`src/rtl/stopwatch_bcd.sv`:
```
// Four-digit BCD stopwatch (SS.hh, 00.00..59.99) with run/stop, lap hold and clear.
// The selected digit is returned combinationally for the downstream display scan.
module stopwatch_bcd #(
    parameter int DIV = 1000
) (
    input  logic       clk,
    input  logic       n_rst,
    input  logic       start_stop,
    input  logic       lap,
    input  logic       clear,
    input  logic [1:0] digit_idx,
    output logic [3:0] stopwatch,
    output logic       running,
    output logic       lap_active,
    output logic       overflow
);

    // state | meaning
    // IDLE  | cleared, not counting
    // RUN   | counting, display shows live count
    // LAP   | counting, display frozen on lap register
    // STOP  | halted, count and prescaler held
    localparam logic [1:0] IDLE = 2'd0;
    localparam logic [1:0] RUN  = 2'd1;
    localparam logic [1:0] LAP  = 2'd2;
    localparam logic [1:0] STOP = 2'd3;

    localparam int PW = (DIV > 1) ? $clog2(DIV) : 1;
    localparam logic [PW-1:0] PMAX = PW'(DIV - 1);

    logic [1:0]       state;
    logic [1:0]       state_nxt;
    logic [PW-1:0]    prescaler;
    logic [3:0][3:0]  cnt;
    logic [3:0][3:0]  inc;
    logic [3:0][3:0]  lap_reg;
    logic             wrap;
    logic             counting;
    logic             tick;
    logic             clr_now;
    logic             capture;

    assign counting = (state == RUN) || (state == LAP);
    assign tick     = counting && (prescaler == PMAX);
    assign clr_now  = (state == STOP) && !start_stop && clear;
    assign capture  = (state == RUN) && !start_stop && lap;

    always_comb begin
        state_nxt = state;
        case (state)
            IDLE: if (start_stop) state_nxt = RUN;
            RUN: begin
                if (start_stop) state_nxt = STOP;
                else if (lap)   state_nxt = LAP;
            end
            LAP: begin
                if (start_stop) state_nxt = STOP;
                else if (lap)   state_nxt = RUN;
            end
            default: begin
                if (start_stop) state_nxt = RUN;
                else if (clear) state_nxt = IDLE;
            end
        endcase
    end

    // Ripple-carry BCD increment; seconds tens wraps at 5.
    always_comb begin
        inc  = cnt;
        wrap = 1'b0;
        if (cnt[0] != 4'd9) begin
            inc[0] = cnt[0] + 4'd1;
        end else begin
            inc[0] = 4'd0;
            if (cnt[1] != 4'd9) begin
                inc[1] = cnt[1] + 4'd1;
            end else begin
                inc[1] = 4'd0;
                if (cnt[2] != 4'd9) begin
                    inc[2] = cnt[2] + 4'd1;
                end else begin
                    inc[2] = 4'd0;
                    if (cnt[3] != 4'd5) begin
                        inc[3] = cnt[3] + 4'd1;
                    end else begin
                        inc[3] = 4'd0;
                        wrap   = 1'b1;
                    end
                end
            end
        end
    end

    always_ff @(posedge clk) begin
        if (!n_rst) begin
            state     <= IDLE;
            prescaler <= '0;
            cnt       <= '0;
            lap_reg   <= '0;
            overflow  <= 1'b0;
        end else begin
            state <= state_nxt;
            if (capture) lap_reg <= cnt;
            if (clr_now) begin
                prescaler <= '0;
                cnt       <= '0;
                overflow  <= 1'b0;
            end else if (counting) begin
                if (tick) begin
                    prescaler <= '0;
                    cnt       <= inc;
                    if (wrap) overflow <= 1'b1;
                end else begin
                    prescaler <= prescaler + 1'b1;
                end
            end
        end
    end

    assign stopwatch  = (state == LAP) ? lap_reg[digit_idx] : cnt[digit_idx];
    assign running    = counting;
    assign lap_active = (state == LAP);

endmodule

```
`config.mk`:
```
export PLATFORM = sky130hd
export DESIGN_NAME = stopwatch_bcd
export DESIGN_NICKNAME = d
export VERILOG_FILES = /design/src/rtl/stopwatch_bcd.sv
export SDC_FILE = /design/constraint.sdc
export NUM_CORES = 1
export LEC_CHECK = 0
export CAP_MARGIN = 20
export CORE_UTILIZATION = 40
export CTS_CLUSTER_DIAMETER = 30
export DETAILED_ROUTE_END_ITERATION = 10
export PLACE_DENSITY = 0.56
export SYNTH_ARGS = -nofsm -noshare
export SYNTH_HDL_FRONTEND = slang
export SYNTH_SLANG_ARGS = --single-unit
```
`constraint.sdc`:
```
create_clock -name clk -period 1.87 [get_ports clk]
set_input_delay 0.2805 -clock clk [delete_from_list [all_inputs] [get_ports clk]]
set_output_delay 0.2805 -clock clk [all_outputs]
set_load 0.005 [all_outputs]
```
==> impl_results.md <==
* Outcome: complete, no violations
* Power, Total at 1.87 mW
* Post-detailed-route via-to-cell ratio at 5.31
* Cts hold-fix bufs at 0
* Cell at the slowest stage of the critical path: clkdlybuf4s50_1
* Final Hold Slack at 465 ps
* DRC violation count after routing at 0
* Pwr Density at between 600 and 700 nW/um^2
* Cell chain of the critical path: inv_4 -> ha_4 -> buf_4 -> clkdlybuf4s50_1
* # fillers at just under 600
* Number of slew-limit violations in the final report at 0
* Post-DP HPWL at 4260 um
* Number of antenna violations at the first check in global routing at 0
* Relative slew margins at 0.790
* Critical Path Sink Type: primary output
* Buffers added on ports at 13
* Global Route Usage Sum at 0.191
* Effective utilization at floorplan at 0.414
* Flip-flop cell with the highest count after synthesis: dfxtp_1
* Grt total ovfl at 0
* 1st-iter DRT viols at 83
* Share of synthesized area occupied by flip-flops and latches at 0.368
* Crit path DAT at 1540 ps
* Maximum VDD drop at ~0.41 mV
* Post-synthesis net count at 287
* Wire length of the first global-routing pass at around 9200 um
* Fmax at between 500 and 600 MHz
* Transition time at the pin with the least slew margin at approximately 310 ps
* Worst Clk Skew at 4.28 ps
* Clock tree from TritonCTS: built
* Routed len/inst at between 10 and 15 um
* Die footprint at approximately 6400 um^2
* Clock root buffer: clkbuf_8
* Period Utilization, post-route at 0.974
* Net total in the final layout at 331
* Post-Syn Area per Cell at 8.94 um^2
* Area of the mapped netlist at 2450 um^2
* Most frequent cells in the layout: nand2_1 (48), dfxtp_1 (37), buf_4 (35)
* Type of the most critical hold path: register to register
* Post-CTS clock slew at the launch and capture registers of the worst setup and hold paths at around 80 ps
* Number of max-cap violations at 0
* Top delay family on crit path: buffers and inverters
* Maximum number of buffers from clock root to sink at 2
* Final total negative setup slack at 0 ps
* CP bufs+invs at 3
* Ports placed on the boundary at 14
* Proportion of register bits with asynchronous set or reset after synthesis at 0
* Number of hold-slack violations in the final timing report at 0
* Time the final worst path needs with I/O delays and setup at 1820 ps
* Detailed-route via count at approximately 2100
* Synth-to-Final Area Change at 24.2%
* RSZ-0062 raised after global routing: true
* Number of nets still failing antenna checks after routing at 0
* Number of rows created at floorplan at 28
* TritonCTS sink count at between 40 and 50
* Most frequent standard cell in the layout excluding fill and tap cells: nand2_1
* Startpoint class of the critical path: register
* Detailed Route WL at 5710 um
* Total CTS buffers at 5
* Count of flip-flops with a built-in enable after synthesis at 0
* Worst slack after detailed placement at -595 ps
* Synth unique cells at 48
* Leak Pwr at 1.12 nW
* Placed Cells at 381
* Number of standard cells after synthesis at 274
* Overall die height at around 80 um
* Fraction of layout instances using a drive strength above 1 at 0.270
* Crit path kind: register to primary output
* TritonRoute pass-1 iters at 4
* Count of warnings emitted by yosys at 0
* Inserted Diodes at 0
* H-tree depth reported by CTS at 2
* Register bit total from synthesis at 45
* Highest net fanout along the worst path at 5
* Number of endpoints failing setup at the final stage at 0
* Required time of the worst setup path at 1590 ps
* Core region area at 5920 um^2
* Width of the die at roughly 80 um
* Crit-path max cell delay at 500 ps
* Number of global-route vias before repair at 1914
* Least setup slack across all paths after layout at 47.9 ps
* Worst setup slack for register-to-register paths at ~60 ps
* Clock insertion delay at the later pin of the skew report at 290 ps
* Post-layout instance count excluding filler cells at between 300 and 400
* GP Congestion at 0.806
* Pin count of the biggest net entering global routing at 19
[worst min-delay path, delay by kind of cell, from the launching register on]
kind | cells | cell delay, ps
AO/OA/AOI/OAI | 1 | 60
flip-flops | 1 | 320
AND/OR/NAND/NOR | 1 | 40
[final cells by class]
type / instances / area, um^2 / area share
Multi-Input combinational cell: 205 / 1460 / 0.479
Sequential cell: 45 / 918 / 0.302
Timing Repair Buffer: 54 / 462 / 0.152
Tap cell: 75 / 93.8 / 0.0308
Clock buffer: 8 / 80.1 / 0.0263
Inverter: 7 / 31.3 / 0.0103
[path summary, 6_finish.rpt]
kind,from,endpoint,cells after the start
max,state[0],lap_active,4
min,lap_reg[9],lap_reg[9],2
max reg2reg,state[1],cnt[13],7
min reg2reg,lap_reg[9],lap_reg[9],2
[cell usage after synthesis (all sizes together), types with 6 or more instances]
| library cell | count | area [um^2] |
|---|---|---|
| nor2 | 17 | 63.8 |
| nand3 | 8 | 45.0 |
| a21oi | 13 | 65.1 |
| ha | 6 | 75.1 |
| o21ai | 8 | 40.0 |
| a21boi | 16 | 120 |
| nor2b | 9 | 56.3 |
| nand2 | 48 | 180 |
| dfxtp | 45 | 901 |
| clkbuf | 12 | 46.3 |
| inv | 7 | 26.3 |
| nand4 | 6 | 52.6 |
| mux4 | 8 | 184 |
| or3 | 6 | 37.5 |
[what timing repair did]
| item | CTS | global route |
|---|---|---|
| resized for setup | 22 | 13 |
| pin swaps | 0 | 3 |
| cloned | 0 | 1 |
| setup endpoints to repair | 7 | 13 |
| setup buffers | 1 | 3 |
[metrics by stage]
stage	area (um^2)	util
2_1_floorplan	2470	-
3_3_place_gp	2910	0.491
3_5_place_dp	2910	0.491
4_1_cts	3010	0.508
5_1_grt	3040	0.514
6_report	3040	0.514
[report_power, final]
part           internal (mW)  leakage [nW]  total (mW)  switching (mW)
Clock                  0.266        0.0395       0.583           0.317
Combinational          0.152         0.713       0.295           0.142
Sequential             0.975         0.368       0.994          0.0191
[kinds of logic (layout without fill, tap and decap cells)]
kind of cell    Yosys count  count (layout)  share of synthesized area
xor+xnor                  9               9                     0.0322
fa+ha+maj                 6               6                     0.0306
simple gates            124             124                      0.274
mux                      15              15                      0.106
flops                    45              45                      0.368
buf+inv                  24              69                     0.0511
compound gates           51              51                      0.139
[metal layers]
layer	part of all wire	track usage	up-vias
met1	0.49	0.254	1001
met5	0	0	-
li1	-	-	1050
met4	0.021	0.0679	0
met3	0.023	0.0364	8
met2	0.47	0.306	35
No activity file was read; power rests on OpenSTA's default activity.
